**src/rtl/uart_tx_scheduler.sv**
```systemverilog
`default_nettype none
// ============================================================================
// Module   : uart_tx_scheduler
// Purpose  : Queued 8N1 UART transmitter; back-to-back frames while the queue
//            holds data. Define UART_TX_PARITY_EN to add an even-parity bit.
// Revision : 1.0 - initial release
// ============================================================================
module uart_tx_scheduler #(
    parameter int CLKS_PER_BIT = 22,
    parameter int FIFO_DEPTH   = 4
) (
    input  logic       clk,
    input  logic       reset,
    input  logic       wr_en,
    input  logic [7:0] wr_data,
    output logic       full,
    output logic       busy,
    output logic       tx_done,
    output logic       tx
);

    localparam int                 c_PTR_W    = $clog2(FIFO_DEPTH);
    localparam int                 c_CNT_W    = c_PTR_W + 1;
    localparam logic [c_CNT_W-1:0] c_FULL_CNT = c_CNT_W'(FIFO_DEPTH);
    localparam logic [13:0]        c_BIT_MAX  = 14'(CLKS_PER_BIT - 1);

    typedef enum logic [2:0] {
        IDLE   = 3'd0,
        START  = 3'd1,
        DATA   = 3'd2,
        PARITY = 3'd3,
        STOP   = 3'd4
    } state_t;

    state_t             r_state, w_state_next;
    logic [13:0]        r_timer, w_timer_next;
    logic [2:0]         r_idx, w_idx_next;
    logic [7:0]         r_data, w_data_next;
    logic               r_tx, w_tx_next;
    logic               r_busy;
    logic               r_full;
    logic [7:0]         r_mem [FIFO_DEPTH];
    logic [c_PTR_W-1:0] r_wr_ptr, r_rd_ptr;
    logic [c_CNT_W-1:0] r_count, w_count_next;
    logic               w_wr, w_pop, w_wrap, w_has_data;

    assign w_wrap       = (r_timer == c_BIT_MAX);
    assign w_has_data   = (r_count != '0);
    // Acceptance looks only at the registered full flag, so a write that
    // lands on the same edge as a pop from a full queue is dropped.
    assign w_wr         = wr_en & ~r_full;
    assign w_count_next = r_count + c_CNT_W'(w_wr) - c_CNT_W'(w_pop);

    always_comb begin
        w_state_next = r_state;
        w_data_next  = r_data;
        w_idx_next   = r_idx;
        w_pop        = 1'b0;
        case (r_state)
            IDLE: begin
                if (w_has_data) begin
                    w_state_next = START;
                    w_pop        = 1'b1;
                    w_data_next  = r_mem[r_rd_ptr];
                end
            end
            START: begin
                if (w_wrap) w_state_next = DATA;
            end
            DATA: begin
                if (w_wrap) begin
                    w_idx_next = r_idx + 3'd1;
                    if (r_idx == 3'd7) begin
`ifdef UART_TX_PARITY_EN
                        w_state_next = PARITY;
`else
                        w_state_next = STOP;
`endif
                    end
                end
            end
`ifdef UART_TX_PARITY_EN
            PARITY: begin
                if (w_wrap) w_state_next = STOP;
            end
`endif
            STOP: begin
                if (w_wrap) begin
                    if (w_has_data) begin
                        w_state_next = START;
                        w_pop        = 1'b1;
                        w_data_next  = r_mem[r_rd_ptr];
                    end else begin
                        w_state_next = IDLE;
                    end
                end
            end
            default: w_state_next = IDLE;
        endcase

        if (r_state == IDLE || w_state_next != r_state || w_wrap) begin
            w_timer_next = '0;
        end else begin
            w_timer_next = r_timer + 14'd1;
        end

        // tx is registered from the next state so the line changes on the
        // same edge as the state it represents.
        case (w_state_next)
            START:   w_tx_next = 1'b0;
            DATA:    w_tx_next = w_data_next[w_idx_next];
`ifdef UART_TX_PARITY_EN
            PARITY:  w_tx_next = ^r_data;
`endif
            default: w_tx_next = 1'b1;
        endcase
    end

    always_ff @(posedge clk or posedge reset) begin
        if (reset) begin
            r_state  <= IDLE;
            r_timer  <= '0;
            r_idx    <= '0;
            r_data   <= '0;
            r_tx     <= 1'b1;
            r_busy   <= 1'b0;
            r_full   <= 1'b0;
            r_wr_ptr <= '0;
            r_rd_ptr <= '0;
            r_count  <= '0;
        end else begin
            r_state  <= w_state_next;
            r_timer  <= w_timer_next;
            r_idx    <= w_idx_next;
            r_data   <= w_data_next;
            r_tx     <= w_tx_next;
            r_busy   <= (w_state_next != IDLE);
            r_full   <= (w_count_next == c_FULL_CNT);
            r_count  <= w_count_next;
            if (w_wr)  r_wr_ptr <= r_wr_ptr + c_PTR_W'(1);
            if (w_pop) r_rd_ptr <= r_rd_ptr + c_PTR_W'(1);
        end
    end

    always_ff @(posedge clk) begin
        if (w_wr) r_mem[r_wr_ptr] <= wr_data;
    end

    assign full    = r_full;
    assign busy    = r_busy;
    assign tx      = r_tx;
    assign tx_done = (r_state == STOP) && w_wrap;

endmodule
`default_nettype wire

```
**config.mk**
```make
export PLATFORM = sky130hd
export DESIGN_NAME = uart_tx_scheduler
export DESIGN_NICKNAME = d
export VERILOG_FILES = /design/src/rtl/uart_tx_scheduler.sv
export SDC_FILE = /design/constraint.sdc
export NUM_CORES = 1
export LEC_CHECK = 0
export BUFFER_PORTS_ARGS = -buffer_cell sky130_fd_sc_hd__buf_2
export CAP_MARGIN = 20
export CELL_PAD_IN_SITES_DETAIL_PLACEMENT = 2
export CELL_PAD_IN_SITES_GLOBAL_PLACEMENT = 2
export CORE_ASPECT_RATIO = 1.25
export CORE_MARGIN = 3
export CORE_UTILIZATION = 46
export CTS_CLUSTER_SIZE = 30
export DETAILED_ROUTE_END_ITERATION = 12
export PLACE_DENSITY_LB_ADDON = 0.3
export SKIP_LAST_GASP = 1
export SLEW_MARGIN = 20
export SYNTH_ARGS = -nofsm -noshare
export SYNTH_HDL_FRONTEND = slang
export SYNTH_SLANG_ARGS = --single-unit
export TNS_END_PERCENT = 20
```
**constraint.sdc**
```tcl
create_clock -name clk -period 7.9 [get_ports clk]
set_input_delay 2.37 -clock clk [delete_from_list [all_inputs] [get_ports clk]]
set_output_delay 2.37 -clock clk [all_outputs]
set_load 0.02 [all_outputs]
```
==> results of run 1 <==
how the worst max path moves through the flow:
stage | startpoint | to | slack [ns]
3_3_place_gp | r_timer[1] | tx_done | 3.31
4_1_cts | r_timer[1] | tx_done | 2.88
3_5_place_dp | r_timer[1] | tx_done | 3.22
2_1_floorplan | r_timer[1] | tx_done | 3.61
5_1_grt | r_timer[1] | tx_done | 2.71
6_report | r_timer[1] | tx_done | 2.91
cell usage in the layout (no fill, tap or decap), types with 2 or more instances in the layout:
master and n:
xor2_1 9, nor3b_1 3, clkbuf_8 9, or3_1 4
ha_1 10, o41a_1 2, nand4_1 4, nor3_1 3
nand2_1 18, a211oi_1 2, clkinvlp_4 3, nor2_1 20
mux4_2 8, buf_4 2, o211ai_1 2, nand2b_1 6
or4b_4 2, and4_1 2, o21ai_0 5, dfrtp_1 37
and2_1 4, a21o_1 2, xnor2_1 9, edfxtp_1 32
inv_1 9, buf_2 14, o2111ai_1 2, a21oi_1 2
and3_2 2, mux2_2 4, clkbuf_1 2, nand3_1 6
nor2b_1 2, a22oi_1 2
registers in the layout (all words and copies together) (netlist names), 2 cells and up:
signal    flops
r_rd_ptr      2
r_idx         3
r_data        8
r_timer      14
r_mem        32
r_state       3
r_wr_ptr      2
r_count       3
power by group:
group | leakage, nW | switching (W) | internal [W]
clock | 0.0755 | 0.000132 | 0.000114
sequential | 0.765 | 0.0000178 | 0.000431
combinational | 0.580 | 0.0000632 | 0.0000432
per-stage QoR:
step,hold slack [ns],area [µm²],power (W),util [%]
after floorplan,0.446,3200,0.000525,-
after global placement,0.458,3370,0.000552,50.7
after detailed placement,0.471,3370,0.000563,50.7
after CTS,0.489,3540,0.000815,53.2
after global routing,0.496,3540,0.000847,53.2
final,0.492,3540,0.000801,53.2
metal layers:
| layer | routed length (µm) | GRT usage (%) | up-vias | share of wire (%) |
|---|---|---|---|---|
| met5 | 0 | 0 | - | 0 |
| met4 | 106 | 7.67 | 0 | 1.6 |
| met2 | 3560 | 33.4 | 32 | 52 |
| met1 | 2950 | 24.1 | 999 | 43 |
| met3 | 202 | 4.26 | 10 | 3.0 |
| li1 | - | - | 920 | - |
cell type report:
type,instances,share of cell area [%]
well taps,87,3.08
inverters,11,1.17
repair buffers,16,2.41
clock buffers,11,3.71
multi-input cells,153,34.5
clock inverters,5,1.03
flip-flops and latches,70,54.1
worst max-delay path: cells and delay by family, from the launching register on:
| kind | cells | cell delay, ns |
|---|---|---|
| buf+inv | 2 | 0.23 |
| simple gates | 3 | 1.50 |
| flops | 1 | 0.42 |
| fa+ha+maj | 1 | 0.12 |
logic make-up after synthesis:
| family | count (synthesis) |
|---|---|
| muxes | 12 |
| buffers and inverters | 17 |
| and+or+nand+nor | 84 |
| DFF | 70 |
| AOI/OAI and AO/OA | 28 |
| adders and majority gates | 11 |
| xor gates and xnor gates | 18 |
==> impl_results.md, run 1 <==
* Worst Skew at 0.00680 ns
* Port Buffers at 14
* Post-synthesis mux area share at 7.04%
* Synthesized-area fraction occupied by adder cells at 4.53%
* Share of the synthesized area in the top cell type at 30.0%
* Fin cells at 353
* GR Overflow Total at 0
* Die width at 80.6 µm
* Inserted Diodes at 0
* Placer Congestion at 0.758
* Worst-margin pin slew at 0.858 ns
* Largest area contributor in the netlist: edfxtp_1
* Yosys reg bits at 70
* Vias/cell at 5.56
* Post-layout minimum cycle time at 4.99 ns
* Fin worst setup slack at 2.91 ns
* Worst-Skew Late Latency at 0.34 ns
* Synth area leaders: edfxtp_1, dfrtp_1, mux4_2
* Yosys warnings at 0
* Dpl hpwl at 4860 µm
* Cts hold-fix bufs at 0
* Post-synth ARST share at 54.3%
* Setup TNS at 0 ns
* Sequential area share after synthesis at 59.8%
* FF-to-FF setup slack at 4.36 ns
* CP cell instances: inv_1 > ha_1 > or4b_4 > nor4_2 > and3_2 > buf_2
* Most frequent cell after synthesis: dfrtp_1
* Dominant synthesized flop cell: dfrtp_1
* Setup repair bufs after CTS at 0
* Worst-path fanout max at 10
* Die height at 99.3 µm
* CTS H-Tree Depth at 3
* Hold Crit Class: flop to flop
* Pwr per Cell Area at 226 nW/µm²
* Clock root cell: clkbuf_8
* Mean Syn Cell Area at 13.3 µm²
* Cell variety after synth at 52
* RSZ-0062 raised after global routing: no
* P_leak at 1.42 nW
* Core outline area at 6650 µm²
* Post-synthesis cell count at 240
* Largest net degree at the start of global routing at 39
* Place WS at 3.22 ns
* First-pass GRT wire length at 11,600 µm
* Initial antenna violation count at 0
* CTS tree: built
* Layout cells sized above 1 at 22.2%
* Final worst path period share at 63.2%
* Clk sinks at 70
* Max Cap Viol at 0
* Clock Pin Slew Worst Setup and Hold Paths at 0.07 ns
* Post-Syn Area at 3200 µm²
* Final Hold Fails at 0
* Vias in the first global route at 2,227
* Via count at 1,961
* Max-slew headroom at 42.3%
* Total iterations of the first detailed-routing run at 4
* Fill cells at 620
* Commonest cells post-synth: dfrtp_1, edfxtp_1, nor2_1
* Worst Min Path Start: r_data[5]
* Max Clock Freq at 200 MHz
* All-layer global routing usage at 19.6%
* Number of routed nets with antenna violations at 0
* EDFF count, synth at 32
* XOR/XNOR share of the synthesized area at 4.93%
* Drt total wl at 6810 µm
* Deepest clock path buffer count at 2
* Kind of critical path: flop to primary output
* Die area at 8000 µm²
* Wire per inst at 19.3 µm
* WHS Endpoint: r_data[5]
* Largest family of logic cells by synthesized area: simple AND/OR/NAND/NOR gates
* Crit end category: primary output
* Peak VDD IR at 0.154 mV
* Simple-Gate Fraction of Synth Area at 14.4%
* CTS resizes at 0
* R2R cell count at 13
* Seq. cell area at 1910 µm²
* Worst r2r src: r_timer[1]
* Row Count at 33
* Reg2reg end: full
* Max-slew violations at 0
* Initial Util at 48.1%
* Crit path launch type: flop
* Worst path max stage delay at 0.73 ns
* Multi-input combinational cell area at 1220 µm²
* Synthesized Nets at 262
* Compound-Gate Fraction of Synth Area at 7.23%
* DR iter-0 viols at 105
* Req. time, crit path at 5.53 ns
* Arr. time, crit path at 2.62 ns
* I/O pin total at 15
* # setup viols final at 0
* WHS Path Cells at 1
* Drt drc at 0
* Total CTS buffers at 9
* DP Cell Count at 337
* Fin nets at 283
* Status: finished, final reports clean
* Slowest CP cell: nor4_2
* Synthesis-to-layout area growth at 10.5%
Note: power is estimated with default switching activity, not from simulation.
==> run 2, diff against run 1 <==
Settings changed: CORE_UTILIZATION 46 to 43.
Clock period 7.9 ns to 4.91 ns, I/O delays scaled along.
==> run 2 against run 1 <==
Hold slack got worse by 0.0083 ns. First-iteration DRC count increased by 13%. Non-clock buffer count increased by 1. Routed wire length decreased by 1.5%. Via count increased by 1.0%. Core utilization decreased by 2.9 points. Sequential cell count unchanged. Global-route usage decreased by 1.7 points. Total power increased by 70%. Clock skew increased by 0.0021 ns.
==> impl_results.md, run 2 (synthesized netlist as in run 1, its figures left out) <==
* Largest register by flop count: r_mem
* Inserted Diodes at 0
* Drt total wl at 6710 µm
* CTS resizes at 0
* Worst Skew at 0.00887 ns
* Crit end category: primary output
* Delay-heaviest family, CP: simple AND/OR/NAND/NOR gates
* Clk pwr share at 34.4%
* Pwr per Cell Area at 379 nW/µm²
* RSZ-0062 raised after global routing: no
* Layout cells sized above 1 at 23.2%
* Peak VDD IR at 0.269 mV
* Die height at 102 µm
* Worst-margin pin slew at 0.551 ns
* Switching portion of total power at 26.5%
* Cts hold-fix bufs at 0
* Setup TNS at 0 ns
* Worst path max stage delay at 0.49 ns
* Status: finished, final reports clean
* Port Buffers at 14
* Die width at 83.2 µm
* P_leak at 1.45 nW
* Fin worst setup slack at 1.17 ns
* Vias in the first global route at 2,263
* Clock Pin Slew Worst Setup and Hold Paths at 0.07 ns
* Initial antenna violation count at 0
* Max reg flops at 32
* DR iter-0 viols at 119
* Largest net degree at the start of global routing at 39
* Place WS at 1.24 ns
* Internal at 0.000998 W
* Crit path launch type: flop
* Max-slew violations at 0
* Dpl hpwl at 4800 µm
* Fin nets at 284
* Most common cell after layout, fill and taps aside: dfrtp_1
* Final Hold Fails at 0
* Placer Congestion at 0.752
* CTS H-Tree Depth at 3
* Total iterations of the first detailed-routing run at 4
* Clock root cell: clkbuf_8
* Max Cap Viol at 0
* Vias/cell at 5.55
* Synthesis-to-layout area growth at 11.8%
* Initial Util at 45.1%
* Number of routed nets with antenna violations at 0
* Via count at 1,981
* Worst-Skew Late Latency at 0.34 ns
* Commonest cells after routing, fill and taps aside: dfrtp_1, edfxtp_1, nor2_1
* Wire per inst at 18.8 µm
* Req. time, crit path at 3.44 ns
* Slowest CP cell: or4b_4
* Clk sinks at 70
* All-layer global routing usage at 17.9%
* Reg power frac at 53.1%
* Core outline area at 7100 µm²
* Largest registers: r_mem x32, r_timer x14, r_data x8
* Switching pwr at 0.000360 W
* First-pass GRT wire length at 11,700 µm
* Max-slew headroom at 62.3%
* Max Clock Freq at 267 MHz
* I/O pin total at 15
* Total CTS buffers at 9
* Arr. time, crit path at 2.27 ns
* Worst path buffer plus inverter count at 3
* CP cell instances: inv_1 > ha_1 > or4b_4 > nor4_2 > buf_4 > and3_2 > buf_2
* Final worst path period share at 76.2%
* Worst-path fanout max at 10
* Combinational share of power at 12.6%
* Hold Crit Class: flop to flop
* Row Count at 34
* Drt drc at 0
* # setup viols final at 0
* GR Overflow Total at 0
* Kind of critical path: flop to primary output
* Min Hold Slack at 0.484 ns
* Die area at 8520 µm²
* Setup repair bufs after CTS at 0
* Post-layout minimum cycle time at 3.74 ns
* CTS tree: built
* Deepest clock path buffer count at 2
run 2: changes by cell type in the layout (fill, tap and decap cells not counted):
cell / before / now
inv_6: 0 / 2
buf_4: 2 / 3
clkinvlp_4: 3 / 2
bufinv_16: 0 / 1
clkinv_4: 1 / 0
clkbuf_1: 2 / 0
clkinv_2: 1 / 2
run 2: routing by layer:
metal  up-vias  share of wire [%]  routed length [µm]  track usage, %
li1        923                  -                   -               -
met1      1018                 43                2900            21.7
met2        32                 52                3520            31.9
met3         8                2.8                 190            3.31
met4         0                1.5                  99            7.30
met5         -                  0                   0               0
run 2: path summary, 6_finish.rpt:
check                           depth (start not counted)  slack (ns)     endpoint  startpoint
worst min register to register                          1        0.48    r_data[5]   r_data[5]
min in group asynchronous                               3        1.25  r_wr_ptr[1]       reset
max in group asynchronous                               3        3.28           tx       reset
worst max register to register                         13        1.42         full  r_timer[1]
worst min-delay path                                    1        0.48    r_data[5]   r_data[5]
worst max-delay path                                    7        1.17      tx_done  r_timer[1]
run 2: per-stage QoR:
stage | util, % | std cells | area (µm²) | power [W]
2_1_floorplan | - | 240 | 3200 | 0.000845
3_3_place_gp | 47.6 | 341 | 3380 | 0.000890
3_5_place_dp | 47.6 | 341 | 3380 | 0.000908
4_1_cts | 50.4 | 357 | 3580 | 0.00138
5_1_grt | 50.4 | 357 | 3580 | 0.00142
6_report | 50.4 | 357 | 3580 | 0.00136
run 2: layout make-up:
type	instances	area (µm²)
sequential	70	1910
multi-input combinational	153	1220
inverter	11	41.3
clock buffer	9	124
tap	90	113
clock inverter	7	72.6
fill	650	3530
timing repair buffer	17	92.6
run 2: power by group through the flow:
stage / logic [W] / clock network (W) / registers [W]
6_report: 0.000171 / 0.000467 / 0.000720
5_1_grt: 0.000193 / 0.000501 / 0.000728
4_1_cts: 0.000176 / 0.000478 / 0.000722
3_5_place_dp: 0.000174 / 0 / 0.000734
3_3_place_gp: 0.000165 / 0 / 0.000726
2_1_floorplan: 0.000123 / 0 / 0.000723
run 2: worst reg2reg max path: stages, from the launching register on:
cell,delay [ns]
dfrtp_1,0.42
inv_1,0.07
ha_1,0.12
or4b_4,0.49
o41ai_2,0.43
nand3_2,0.23
clkinv_1,0.25
ha_1,0.18
inv_1,0.05
ha_1,0.19
fa_1,0.39
xnor2_1,0.18
xnor2_1,0.16
nor3b_1,0.25
